==> config.mk <==
export PLATFORM = sky130hd
export DESIGN_NAME = pio_master_flat
export DESIGN_NICKNAME = d
export VERILOG_FILES = /design/src/rtl/pio_master_if.sv /design/src/rtl/pio_master.sv /design/src/flat_wrapper.sv
export SDC_FILE = /design/constraint.sdc
export NUM_CORES = 1
export LEC_CHECK = 0
export ABC_AREA = 1
export CELL_PAD_IN_SITES_DETAIL_PLACEMENT = 1
export CELL_PAD_IN_SITES_GLOBAL_PLACEMENT = 2
export CORE_ASPECT_RATIO = 0.8
export CORE_MARGIN = 2
export CORE_UTILIZATION = 21
export CTS_BUF_LIST = sky130_fd_sc_hd__clkbuf_16
export DETAILED_ROUTE_END_ITERATION = 8
export GPL_TIMING_DRIVEN = 0
export PLACE_DENSITY = 0.86
export SYNTH_ARGS = -nofsm -noshare
export SYNTH_HDL_FRONTEND = slang
export SYNTH_SLANG_ARGS = --single-unit
==> constraint.sdc <==
create_clock -name clk -period 1.8 [get_ports clk]
set_input_delay 0.45 -clock clk [delete_from_list [all_inputs] [get_ports clk]]
set_output_delay 0.45 -clock clk [all_outputs]
set_load 0.01 [all_outputs]
==> src/rtl/pio_master_if.sv <==
// Host request/response channel and register-bus channel of the PIO initiator.
// master: the pio_master side. slave: the host plus register-slave environment.
interface pio_master_if #(
    parameter int PIO_NBITS = 32,
    parameter int NBLK      = 4
);
    logic                      req_valid;
    logic                      req_ready;
    logic                      req_wr;
    logic [PIO_NBITS-1:0]      req_addr;
    logic [PIO_NBITS-1:0]      req_wdata;
    logic                      resp_valid;
    logic                      resp_ready;
    logic [PIO_NBITS-1:0]      resp_rdata;
    logic                      resp_err;
    logic [NBLK-1:0]           reg_bs;
    logic                      reg_rd;
    logic                      reg_wr;
    logic [PIO_NBITS-1:0]      reg_addr;
    logic [PIO_NBITS-1:0]      reg_din;
    logic [NBLK-1:0]           pio_ack;
    logic [NBLK-1:0]           pio_rvalid;
    logic [NBLK*PIO_NBITS-1:0] pio_rdata;

    modport master (
        input  req_valid, req_wr, req_addr, req_wdata, resp_ready,
               pio_ack, pio_rvalid, pio_rdata,
        output req_ready, resp_valid, resp_rdata, resp_err,
               reg_bs, reg_rd, reg_wr, reg_addr, reg_din
    );

    modport slave (
        output req_valid, req_wr, req_addr, req_wdata, resp_ready,
               pio_ack, pio_rvalid, pio_rdata,
        input  req_ready, resp_valid, resp_rdata, resp_err,
               reg_bs, reg_rd, reg_wr, reg_addr, reg_din
    );
endinterface

==> src/rtl/pio_master.sv <==
// PIO initiator: one host request at a time, one strobe toward the selected
// register block, wait for its completion level (or time out), drain the
// stale level, then hold a single response until the host takes it.
module pio_master #(
    parameter int PIO_NBITS     = 32,
    parameter int NBLK          = 4,
    parameter int BLK_SEL_LSB   = 12,
    parameter int BLK_SEL_NBITS = 2,
    parameter int TIMEOUT_CYC   = 1023
) (
    input  logic         clk,
    input  logic         rst,
    input  logic         clk_div,
    pio_master_if.master bus
);

    typedef enum logic [2:0] {IDLE, STROBE, WAIT, DRAIN, RESP} state_t;

    localparam logic [BLK_SEL_NBITS:0] NBLK_LIM    = (BLK_SEL_NBITS+1)'(NBLK);
    localparam logic [15:0]            TIMEOUT_VAL = 16'(TIMEOUT_CYC);

    state_t                   state_q, state_d;
    logic [PIO_NBITS-1:0]     addr_q, addr_d;
    logic [PIO_NBITS-1:0]     wdata_q, wdata_d;
    logic                     wr_q, wr_d;
    logic [NBLK-1:0]          bs_q, bs_d;
    logic [PIO_NBITS-1:0]     rdata_q, rdata_d;
    logic                     err_q, err_d;
    logic [15:0]              cnt_q, cnt_d;

    logic [BLK_SEL_NBITS-1:0] req_blk;
    logic [NBLK-1:0]          req_onehot;
    logic                     ack_sel;
    logic                     rvalid_sel;
    logic [PIO_NBITS-1:0]     rdata_sel;

    // Slave completions are already paced by clk_div on the slave side; the
    // master only watches their levels, so the strobe is not needed here.
    logic unused_clk_div;
    assign unused_clk_div = clk_div;

    // Decode the requested block and pick out the latched block's completion lines and read data.
    always_comb begin
        req_blk    = bus.req_addr[BLK_SEL_LSB +: BLK_SEL_NBITS];
        req_onehot = {{(NBLK-1){1'b0}}, 1'b1} << req_blk;
        ack_sel    = |(bus.pio_ack & bs_q);
        rvalid_sel = |(bus.pio_rvalid & bs_q);
        rdata_sel  = '0;
        for (int i = 0; i < NBLK; i++) begin
            if (bs_q[i]) begin
                rdata_sel = bus.pio_rdata[i*PIO_NBITS +: PIO_NBITS];
            end
        end
    end

    // State and datapath registers; reset returns to IDLE and clears everything.
    always_ff @(posedge clk) begin
        if (rst) begin
            state_q <= IDLE;
            addr_q  <= '0;
            wdata_q <= '0;
            wr_q    <= 1'b0;
            bs_q    <= '0;
            rdata_q <= '0;
            err_q   <= 1'b0;
            cnt_q   <= '0;
        end else begin
            state_q <= state_d;
            addr_q  <= addr_d;
            wdata_q <= wdata_d;
            wr_q    <= wr_d;
            bs_q    <= bs_d;
            rdata_q <= rdata_d;
            err_q   <= err_d;
            cnt_q   <= cnt_d;
        end
    end

    // Next state: accept, strobe, wait with timeout (completion wins a tie), drain, respond.
    always_comb begin
        state_d = state_q;
        addr_d  = addr_q;
        wdata_d = wdata_q;
        wr_d    = wr_q;
        bs_d    = bs_q;
        rdata_d = rdata_q;
        err_d   = err_q;
        cnt_d   = cnt_q;
        case (state_q)
            IDLE: begin
                if (bus.req_valid) begin
                    if ({1'b0, req_blk} < NBLK_LIM) begin
                        addr_d  = bus.req_addr;
                        wdata_d = bus.req_wdata;
                        wr_d    = bus.req_wr;
                        bs_d    = req_onehot;
                        rdata_d = '0;
                        err_d   = 1'b0;
                        state_d = STROBE;
                    end else begin
                        rdata_d = '1;
                        err_d   = 1'b1;
                        state_d = RESP;
                    end
                end
            end
            STROBE: begin
                cnt_d   = '0;
                state_d = WAIT;
            end
            WAIT: begin
                if (wr_q ? ack_sel : rvalid_sel) begin
                    rdata_d = wr_q ? '0 : rdata_sel;
                    err_d   = 1'b0;
                    state_d = DRAIN;
                end else if (cnt_q == TIMEOUT_VAL) begin
                    rdata_d = '1;
                    err_d   = 1'b1;
                    state_d = DRAIN;
                end else begin
                    cnt_d = cnt_q + 16'd1;
                end
            end
            DRAIN: begin
                if (!ack_sel && !rvalid_sel) begin
                    state_d = RESP;
                end
            end
            RESP: begin
                if (bus.resp_ready) begin
                    state_d = IDLE;
                end
            end
            default: state_d = IDLE;
        endcase
    end

    // Outputs are decoded from the state; address and data stay parked on the bus between transactions.
    always_comb begin
        bus.req_ready  = (state_q == IDLE) && !rst;
        bus.reg_bs     = (state_q == STROBE || state_q == WAIT) ? bs_q : '0;
        bus.reg_rd     = (state_q == STROBE) && !wr_q;
        bus.reg_wr     = (state_q == STROBE) && wr_q;
        bus.reg_addr   = addr_q;
        bus.reg_din    = wdata_q;
        bus.resp_valid = (state_q == RESP);
        bus.resp_rdata = (state_q == RESP) ? rdata_q : '0;
        bus.resp_err   = (state_q == RESP) && err_q;
    end

endmodule

==> src/flat_wrapper.sv <==
// flat-port wrapper written by rule: the top's interface ports become plain ports
module pio_master_flat 
#(
    parameter int PIO_NBITS     = 32,
    parameter int NBLK          = 4,
    parameter int BLK_SEL_LSB   = 12,
    parameter int BLK_SEL_NBITS = 2,
    parameter int TIMEOUT_CYC   = 1023
)
  (clk, rst, clk_div, bus_req_valid, bus_req_wr, bus_req_addr, bus_req_wdata, bus_resp_ready, bus_pio_ack, bus_pio_rvalid, bus_pio_rdata, bus_req_ready, bus_resp_valid, bus_resp_rdata, bus_resp_err, bus_reg_bs, bus_reg_rd, bus_reg_wr, bus_reg_addr, bus_reg_din);
  pio_master_if #(.PIO_NBITS(PIO_NBITS), .NBLK(NBLK)) bus_i ();
  input  logic clk;
  input  logic rst;
  input  logic clk_div;
  input wire logic [$bits(bus_i.req_valid)-1:0] bus_req_valid;
  input wire logic [$bits(bus_i.req_wr)-1:0] bus_req_wr;
  input wire logic [$bits(bus_i.req_addr)-1:0] bus_req_addr;
  input wire logic [$bits(bus_i.req_wdata)-1:0] bus_req_wdata;
  input wire logic [$bits(bus_i.resp_ready)-1:0] bus_resp_ready;
  input wire logic [$bits(bus_i.pio_ack)-1:0] bus_pio_ack;
  input wire logic [$bits(bus_i.pio_rvalid)-1:0] bus_pio_rvalid;
  input wire logic [$bits(bus_i.pio_rdata)-1:0] bus_pio_rdata;
  output wire logic [$bits(bus_i.req_ready)-1:0] bus_req_ready;
  output wire logic [$bits(bus_i.resp_valid)-1:0] bus_resp_valid;
  output wire logic [$bits(bus_i.resp_rdata)-1:0] bus_resp_rdata;
  output wire logic [$bits(bus_i.resp_err)-1:0] bus_resp_err;
  output wire logic [$bits(bus_i.reg_bs)-1:0] bus_reg_bs;
  output wire logic [$bits(bus_i.reg_rd)-1:0] bus_reg_rd;
  output wire logic [$bits(bus_i.reg_wr)-1:0] bus_reg_wr;
  output wire logic [$bits(bus_i.reg_addr)-1:0] bus_reg_addr;
  output wire logic [$bits(bus_i.reg_din)-1:0] bus_reg_din;
  assign bus_i.req_valid = bus_req_valid;
  assign bus_i.req_wr = bus_req_wr;
  assign bus_i.req_addr = bus_req_addr;
  assign bus_i.req_wdata = bus_req_wdata;
  assign bus_i.resp_ready = bus_resp_ready;
  assign bus_i.pio_ack = bus_pio_ack;
  assign bus_i.pio_rvalid = bus_pio_rvalid;
  assign bus_i.pio_rdata = bus_pio_rdata;
  assign bus_req_ready = bus_i.req_ready;
  assign bus_resp_valid = bus_i.resp_valid;
  assign bus_resp_rdata = bus_i.resp_rdata;
  assign bus_resp_err = bus_i.resp_err;
  assign bus_reg_bs = bus_i.reg_bs;
  assign bus_reg_rd = bus_i.reg_rd;
  assign bus_reg_wr = bus_i.reg_wr;
  assign bus_reg_addr = bus_i.reg_addr;
  assign bus_reg_din = bus_i.reg_din;
  pio_master #(.PIO_NBITS(PIO_NBITS), .NBLK(NBLK), .BLK_SEL_LSB(BLK_SEL_LSB), .BLK_SEL_NBITS(BLK_SEL_NBITS), .TIMEOUT_CYC(TIMEOUT_CYC)) u_core (.clk(clk), .rst(rst), .clk_div(clk_div), .bus(bus_i));
endmodule
# Yosys cells after proc, flatten, opt, wreduce, memory -nomap -nowiden
# Cells that the tools add are included.
dict set report classes {
  add_sub_neg 1
  n_mul 0
  div 0
  magnitude_cmp 0
  n_eq_ne 11
  shift 1
  mux 25
  bitwise 2
  n_reduce_logical 19
}
# cell count
set ops {}
lappend ops {{32-bit two-way mux} 9}
lappend ops {{32-bit case mux with 2 select lines} 1}
lappend ops {{16-bit two-way mux} 2}
lappend ops {{16-bit case mux with 2 select lines} 1}
lappend ops {{16-bit by 1-bit adder with 16-bit output, second input constant} 1}
lappend ops {{16-bit by 10-bit == test with 1-bit output, second input constant} 1}
lappend ops {{3-bit two-way mux} 5}
lappend ops {{3-bit case mux with 5 select lines} 1}
lappend ops {{4-bit AND} 2}
lappend ops {{2-bit != test, second input constant} 4}
lappend ops {{4-bit OR reduction} 2}
lappend ops {{3-bit by 2-bit == test with 1-bit output, second input constant} 2}
lappend ops {{3-bit AND reduction} 2}
lappend ops {{1-bit logical AND} 5}
lappend ops {{1-bit logical NOT} 4}
lappend ops {{1-bit two-way mux} 4}
lappend ops {{4-bit two-way mux} 1}
lappend ops {{4-bit AND reduction} 1}
lappend ops {{2-bit nonzero test} 2}
lappend ops {{1-bit by 2-bit left shift with 4-bit output, first input constant} 1}
lappend ops {{3-bit by 1-bit == test with 1-bit output, second input constant} 1}
lappend ops {{3-bit == test, second input constant} 1}
lappend ops {{3-bit logical NOT} 1}
lappend ops {{3-bit by 1-bit != test with 1-bit output, second input constant} 1}
lappend ops {{other kinds (4)} 4}
dict set report word_totals {
  reg_bits 121
  latch_bits 0
  mem_bits_rw 0
  mem_bits_ro 0
  input_bits 206
  output_inout_bits 105
  word_cells 67
  n_memories 0
}

# Depth between registers and ports, before layout
# Gate-level depths: netlist (run 1).
dict set report depth {
  word_depth 7
  ltp_mapped 11
  mapped_depth_nobuf 10
}

# Least setup slack after synthesis (run 1)
# No wires, ideal clock.
dict set report synth_path {
  kind {register to register}
  startpoint {register u_core.cnt_q[1]}
  endpoint {register u_core.rdata_q[10]}
  setup_ns 0.143
  arrival_ns 1.456
  required_time_ns 1.657
  setup_slack_ns 0.200
  stages_incl_launch_ff 12
  path_buffers 1
  synth_period_minus_slack_ns 1.600
  path_cell_list {dfxtp_1 > ha_1 > nand2_2 > nor2_2 > nand2_2 > clkinv_2 > nand2_2 > nand3_4 > nand2_8 > buf_12 > nand2_2 > a21oi_2}
}
dict set report synth_via {
  elab_chain_len 3
}
# item line_no
set synth_lines {}
lappend synth_lines {{from (decl)} pio_master.sv:29} ;# logic [15:0] cnt_q, cnt_d;
lappend synth_lines {{from (signal assigned)} pio_master.sv:75} ;# cnt_q <= cnt_d;
lappend synth_lines {{16-bit by 10-bit == test with 1-bit output} pio_master.sv:116} ;# end else if (cnt_q == TIMEOUT_VAL) begin
lappend synth_lines {{3-bit by 1-bit != test with 1-bit output (no line)} -}
lappend synth_lines {{3-bit AND reduction (no line)} -}
lappend synth_lines {{to (signal assigned)} pio_master.sv:73} ;# rdata_q <= rdata_d;
lappend synth_lines {{to (decl)} pio_master.sv:27} ;# logic [PIO_NBITS-1:0] rdata_q, rdata_d;
# Every way passes these cells.
# A chain may end at the register's enable or synchronous reset.

# Final worst setup path (run 1)
dict set report layout_path {
  startpoint {register u_core.state_q[1]}
  endpoint {output bus_resp_rdata[9]}
}
dict set report layout_via {
  elab_chain_len 2
}
# item line_no
set layout_lines {}
lappend layout_lines {{from (decl)} pio_master.sv:22} ;# state_t state_q, state_d;
lappend layout_lines {{from (signal assigned)} pio_master.sv:68} ;# state_q <= state_d;
lappend layout_lines {{3-bit == test} pio_master.sv:147} ;# bus.resp_rdata = (state_q == RESP) ? rdata_q : '0;
lappend layout_lines {{32-bit two-way mux} pio_master.sv:147}
lappend layout_lines {{to (decl)} flat_wrapper.sv:25} ;# output wire logic [$bits(bus_i.resp_rdata)-1:0] bus_resp_rdata;
# Every way passes these cells.

==> flow_summary_export.csv, run 1 <==
group,metric,value,unit
yosys,avgSynthCellArea,6.381,sq um
clock_network,insertion_delay,0.42,ns
cells_and_area,multi_input_area,4198,sq um
routing,viasPerCell,4.420,
worst_setup_path,cp_slowest_stage_delay,0.35,ns
routing,drc,0,
floorplanning,fp.dieArea,34010,sq um
worst_setup_path,cp-start-kind,"flop",
clock_network,cts_sinks,121,
worst_setup_path,crit_fanout,5,
cells_and_area,area_growth,77.85,%
hold_path,hp-class,"primary input to flop",
worst_setup_path,cpLargestDelayFamily,"buffers and inverters",
power,p_switching,5.675,mW
yosys,synth_seq_cells,121,
clock_network,clkTransAtPathRegs,0.06,ns
timing,fin_crit_sh,112.0,%
timing,rsz0062_at_grt,"yes",
timing,setup_ws,-0.2161,ns
grt,grt_pass1_vias,8359,
yosys,syn-cell-area,6834,sq um
grt,track_usage,18.51,%
power,comb_power_share,52.2,%
floorplanning,ios,311,
place,place_ws,-0.7995,ns
cells_and_area,nFillCells,3945,
timing,slew-limit-headroom,46.86,%
worst_setup_path,crit_type,"flop to output pin",
place,hpwl,25030,um
worst_setup_path,worstPathRequired,1.35,ns
clock_network,cts-htree-levels,4,
power,vdd_drop_max,0.5416,mV
power,power.internal,8.290,mW
yosys,synth_fp_nets,1278,
clock_network,numCtsBuffers,17,
cells_and_area,nets,1645,
yosys,synthCells,1071,
worst_setup_path,path_common_cell,"buf_6",
clock_network,cts.path.max_buffers,2,
timing,worst_pin_slew,0.7972,ns
worst_setup_path,worstPathArrival,1.57,ns
yosys,ys_seq_area_share,35.44,%
grt,antenna_found_initial,1,
timing,fin_crit,2.016,ns
routing,routed_wl,33250,um
routing,wl_per_cell,17.70,um
routing,ant_nets,0,
floorplanning,fp.dieH,165.4,um
worst_setup_path,rrSetupSlack,0.04,ns
power,seq_power_share,24.5,%
place,io_buffers,308,
yosys,ys_types,34,
run_status,status,"finished, violations left",
routing,first_pass_iters,5,
timing,skew,0.01275,ns
floorplanning,dieWidth,205.7,um
routing,drt_iter0_drc,406,
grt,grt_max_degree,17,
clock_network,cts_tree,"built",
place,gp_congestion,0.8390,
job,cap_viol_max_count,0,
routing,vias,8306,
power,swShare,40.64,%
clock_network,cts_hold_buf,0,
power,powerDensity,1149,nW/um^2
power,p_clk_share,23.3,%
worst_setup_path,worst_setup_path_end_kind,"output pin",
timing,setup_tns,-6.043,ns
grt,overflow,0,
worst_setup_path,critPathSlowestCell,"dfxtp_4",
cells_and_area,drive_gt1_share,22.19,%
timing,clock.fmax,496.0,MHz
clock_network,cts_root_buf,"clkbuf_16",
cells_and_area,seqCellArea,2447,sq um
timing,hold_ws,0.4016,ns
run_status,violations,"setup timing",
power,leakage,4.787,nW
timing,hold_viol_final,0,
timing,finalMaxSlewViolations,0,
worst_setup_path,crit_buf_inv,4,
yosys,yosysWarnings,0,
floorplanning,core,32260,sq um
grt,grt_pass1_wl,48220,um
floorplanning,start_util,21.18,%
timing,finalSetupViolCount,38,
floorplanning,core.rowCount,59,
worst_setup_path,crit_chain,"inv_4 -> nand3_4 -> buf_6 -> clkbuf_16 -> nor2_4 -> buf_6",
-- flip-flops by register name, indices dropped and copies added (netlist names) --
name	flops
u_core.bus.reg_din	32
u_core.wr_q	1
u_core.bs_q	4
u_core.cnt_q	16
u_core.err_q	1
u_core.rdata_q	32
u_core.bus.reg_addr	32
u_core.state_q	3
-- cell usage in the layout, fill, tap and decap left out, drive strengths merged --
cell	count
nand2	416
clkdlybuf4s50	245
a21oi	152
nor2	146
dfxtp	121
buf	108
inv	64
o21ai	59
clkbuf	59
nand3	26
dlymetal6s2s	16
clkinv	8
clkinvlp	6
nand4	6
dlygate4sd2	6
o21bai	5
xor2	2
diode	1
nor4	1
nand3b	1
a2111oi	1
xnor2	1
ha	1
bufinv	1
-- kinds of logic after synthesis --
group,share of synthesized area [%]
AO/OA/AOI/OAI,18.13
flip-flops,35.44
adder cells (fa/ha/maj),0.1831
XOR/XNOR,0.3845
buffers and inverters,9.026
AND/OR/NAND/NOR,36.84
-- stage by stage --
step | power, mW | area, sq um | instances | util [%]
after floorplan | 6.750 | 6834 | 1071 | -
after global placement | 8.992 | 10450 | 1806 | 32.40
after detailed placement | 9.093 | 10450 | 1806 | 32.40
after CTS | 13.12 | 11450 | 1862 | 35.48
after global routing | 14.83 | 12150 | 1879 | 37.68
final | 13.97 | 12150 | 1879 | 37.68
-- worst paths after layout --
check / from / end / cells after the start
hold / removal: rst / u_core.bs_q[0] / 2
setup / recovery: u_core.state_q[1] / bus_resp_rdata[9] / 6
setup reg to reg: u_core.cnt_q[0] / u_core.rdata_q[5] / 11
hold reg to reg: u_core.rdata_q[26] / u_core.rdata_q[26] / 2
-- power groups by stage --
stage / Combinational, mW / Clock [mW] / Sequential, mW
final: 7.29 / 3.26 / 3.41
after global placement: 5.58 / 0 / 3.41
after global routing: 7.92 / 3.44 / 3.46
after CTS: 6.40 / 3.34 / 3.39
after detailed placement: 5.66 / 0 / 3.43
after floorplan: 3.24 / 0 / 3.51
-- synthesized netlist by cell type, drive strengths merged --
cell	number	share of area [%]
clkinv	3	0.20
nand3b	1	0.11
nand4	6	0.55
nor4	1	0.092
dfxtp	121	35
a21oi	152	13
nand3	26	2.6
o21ai	59	4.3
nand2	416	25
xor2	2	0.26
ha	1	0.18
a2111oi	1	0.15
xnor2	1	0.13
o21bai	5	0.55
clkbuf	40	2.2
nor2	146	8.4
buf	29	3.3
inv	61	3.4
-- per-layer routing --
layer  global-route usage, %  part of all wire [%]  wire length (um)  vias up
li1                        -                     -                 -     4126
met1                   24.90                    46             15350     4001
met2                   31.27                    49             16280      160
met3                   3.179                   4.2              1386       19
met4                   3.401                  0.69               231        0
met5                       0                     0                 0        -
-- worst reg2reg max path: cells and delay by family, from the launching register on --
kind	cells	cell delay, ns
simple gates	7	0.78
fa+ha+maj	1	0.15
compound gates	1	0.04
flops	1	0.36
buf+inv	2	0.28
-- timing repair --
item,CTS,global route
gates cloned,1,4
resized for setup,294,166
setup endpoints to repair,91,171
setup buffers,24,17
pin swaps,6,17
-- area by class of cell --
type                            instances  area share [%]
Antenna cell                            1         0.02059
Buffer                                 67           4.313
Clock buffer                           17           3.500
Clock inverter                         15           1.050
Inverter                               64           2.275
Multi-Input combinational cell        817           34.54
Sequential cell                       121           20.14
Tap cell                              427           4.396
Timing Repair Buffer                  350           29.77
Power figures use the tool's default switching activity.
==> run 2: changes to the inputs <==
--- a/config.mk
+++ b/config.mk
@@ -10,11 +10,11 @@
 export CELL_PAD_IN_SITES_GLOBAL_PLACEMENT = 2
 export CORE_ASPECT_RATIO = 0.8
 export CORE_MARGIN = 2
-export CORE_UTILIZATION = 21
+export CORE_UTILIZATION = 19
 export CTS_BUF_LIST = sky130_fd_sc_hd__clkbuf_16
 export DETAILED_ROUTE_END_ITERATION = 8
 export GPL_TIMING_DRIVEN = 0
-export PLACE_DENSITY = 0.86
+export PLACE_DENSITY = 0.83
 export SYNTH_ARGS = -nofsm -noshare
 export SYNTH_HDL_FRONTEND = slang
 export SYNTH_SLANG_ARGS = --single-unit
==> constraint.sdc (replaced) <==
create_clock -name clk -period 1.74 [get_ports clk]
set_input_delay 0.435 -clock clk [delete_from_list [all_inputs] [get_ports clk]]
set_output_delay 0.435 -clock clk [all_outputs]
set_load 0.01 [all_outputs]
==> run 2 against run 1 <==
  * The flow still finishes with violations (setup timing)
  * Sequential power increased by 3%
  * Final cell count is 3.9% higher
  * Worst setup slack lost 0.069 ns
  * Register-to-register slack got worse by 0.02 ns
  * Critical path type unchanged
  * Largest cell class unchanged
  * Largest power group unchanged
==> flow_summary_export.csv, run 2 (synthesis results as in run 1) <==
group,metric,value,unit
run_status,status,"finished, violations left",
run_status,violations,"setup timing",
worst_setup_path,worstPathArrival,1.59,ns
worst_setup_path,crit_fanout,7,
grt,grt_pass1_wl,51650,um
cells_and_area,final_cell_mix,"nand2_1 (359), clkdlybuf4s50_1 (202), a21oi_1 (113), dfxtp_1 (109), nor2_1 (101)",
job,cap_viol_max_count,0,
grt,grt_pass1_vias,8835,
cells_and_area,layout_commonest_cell,"nand2_1",
cells_and_area,final_cell_count_no_fill,1952,
power,swShare,39.35,%
grt,overflow,0,
cells_and_area,nFillCells,4333,
power,power.internal,9.307,mW
timing,finalMaxSlewViolations,0,
cells_and_area,postLayoutCellArea,12440,sq um
worst_setup_path,rrSetupSlack,0.02,ns
worst_setup_path,worstPathRequired,1.30,ns
hold_path,holdPathEnd,"u_core.bs_q[0]",
cells_and_area,drive_gt1_share,24.10,%
clock_network,numCtsBuffers,17,
timing,rsz0062_at_grt,"yes",
timing,clock.fmax,493.9,MHz
clock_network,clkTransAtPathRegs,0.06,ns
hold_path,hp-class,"primary input to flop",
timing,hold_viol_final,0,
clock_network,cts.path.max_buffers,2,
place,hpwl,25450,um
clock_network,insertion_delay,0.42,ns
clock_network,cts-htree-levels,4,
power,comb_power_share,51.7,%
timing,finalSetupViolCount,46,
power,p_clk_share,25.5,%
timing,slew-limit-headroom,43.48,%
timing,worst_pin_slew,0.8478,ns
floorplanning,dieWidth,216.0,um
grt,antenna_found_initial,3,
cells_and_area,nets,1663,
place,dpl-instance-area,10520,sq um
power,power,15.34,mW
power,powerDensity,1233,nW/um^2
power,vdd_drop_max,0.7351,mV
timing,skew,0.01185,ns
place,placed_cells,1859,
worst_setup_path,reg2reg_from,"u_core.bs_q[1]",
routing,ant_nets,0,
cells_and_area,final_util,34.87,%
floorplanning,fp.dieArea,37510,sq um
worst_setup_path,r2r_cells,12,
routing,drt_iter0_drc,402,
clock_network,cts_tree,"built",
worst_setup_path,regToRegEndpoint,"u_core.rdata_q[6]",
power,leakage,5.045,nW
place,io_buffers,308,
routing,first_pass_iters,5,
grt,track_usage,17.76,%
cells_and_area,area_growth,82.09,%
worst_setup_path,cp-start-kind,"flop",
timing,setup_tns,-9.432,ns
power,p_switching,6.038,mW
routing,vias,8450,
timing,hold_ws,0.3764,ns
routing,drc,0,
place,gp_congestion,0.8374,
timing,fin_crit_sh,116.4,%
power,seq_power_share,22.9,%
timing,fin_crit,2.025,ns
hold_path,hold_start,"rst",
routing,routed_wl,34560,um
grt,grt_max_degree,17,
place,place_ws,-0.9362,ns
timing,setup_ws,-0.2848,ns
routing,viasPerCell,4.329,
clock_network,cts_root_buf,"clkbuf_16",
worst_setup_path,worst_setup_path_end_kind,"output pin",
clock_network,cts_sinks,121,
floorplanning,start_util,19.15,%
floorplanning,core.rowCount,62,
worst_setup_path,crit_type,"flop to output pin",
hold_path,min_path_cells,2,
routing,wl_per_cell,17.70,um
floorplanning,fp.dieH,173.6,um
floorplanning,core,35680,sq um
floorplanning,ios,311,
-- run 2: changes by cell type in the layout (fill, tap and decap cells not counted), sizes merged --
cell / before / now
dlygate4sd2: 6 / 57
clkdlybuf4s50: 245 / 202
buf: 108 / 122
dlymetal6s2s: 16 / 8
bufinv: 1 / 5
clkbuf: 59 / 63
clkinvlp: 6 / 3
diode: 1 / 3
clkinv: 8 / 7
-- run 2: what timing repair did --
item,in CTS,in global routing
endpoints found under the hold margin,0,0
endpoints found under the setup margin,145,158
gates cloned,6,2
setup buffers,32,23
resized for setup,404,129
pin swaps,17,26
hold buffers,0,0
-- run 2: power by group through the flow --
| stage | Combinational (mW) | Clock (mW) | Sequential (mW) |
|---|---|---|---|
| 2_1_floorplan | 3.36 | 0 | 3.63 |
| 3_3_place_gp | 5.80 | 0 | 3.52 |
| 3_5_place_dp | 5.88 | 0 | 3.54 |
| 4_1_cts | 7.05 | 4.00 | 3.50 |
| 5_1_grt | 8.57 | 4.14 | 3.56 |
| 6_report | 7.93 | 3.91 | 3.51 |
-- run 2: per-layer routing --
| layer | track usage [%] | vias up | wire, um | part of all wire, % |
|---|---|---|---|---|
| li1 | - | 4158 | - | - |
| met1 | 23.11 | 4098 | 15750 | 46 |
| met2 | 29.67 | 156 | 16870 | 49 |
| met3 | 3.509 | 38 | 1391 | 4.0 |
| met4 | 5.251 | 0 | 537 | 1.6 |
| met5 | 0 | - | 0 | 0 |
-- run 2: critical path, cell delays in order (launching register included) --
cell       delay, ns
dfxtp_4         0.36
inv_4           0.06
nand3_4         0.16
clkbuf_16       0.22
buf_6           0.12
nor2_4          0.12
buf_6           0.11
-- run 2: area by class of cell --
type | instances | area, sq um | share of cell area [%]
tap | 480 | 600.6 | 4.826
antenna | 3 | 7.507 | 0.06033
clock inverter | 15 | 206.4 | 1.659
timing repair buffer | 367 | 3669 | 29.48
clock buffer | 17 | 425.4 | 3.418
buffer | 68 | 563.0 | 4.524
multi-input combinational | 817 | 4238 | 34.05
inverter | 64 | 280.3 | 2.252
sequential | 121 | 2455 | 19.73
-- run 2: worst max path at each step --
stage / start / end / slack, ns / depth (start not counted)
global route: u_core.state_q[1] / bus_resp_rdata[24] / -0.32 / 6
finish: u_core.state_q[1] / bus_resp_rdata[24] / -0.28 / 6
CTS: u_core.state_q[2] / bus_resp_rdata[26] / -0.29 / 5
detailed placement: u_core.state_q[1] / bus_resp_rdata[24] / -0.94 / 5
global placement: u_core.state_q[2] / bus_resp_rdata[24] / -0.93 / 4
floorplan: u_core.cnt_q[1] / u_core.rdata_q[10] / 0.14 / 11
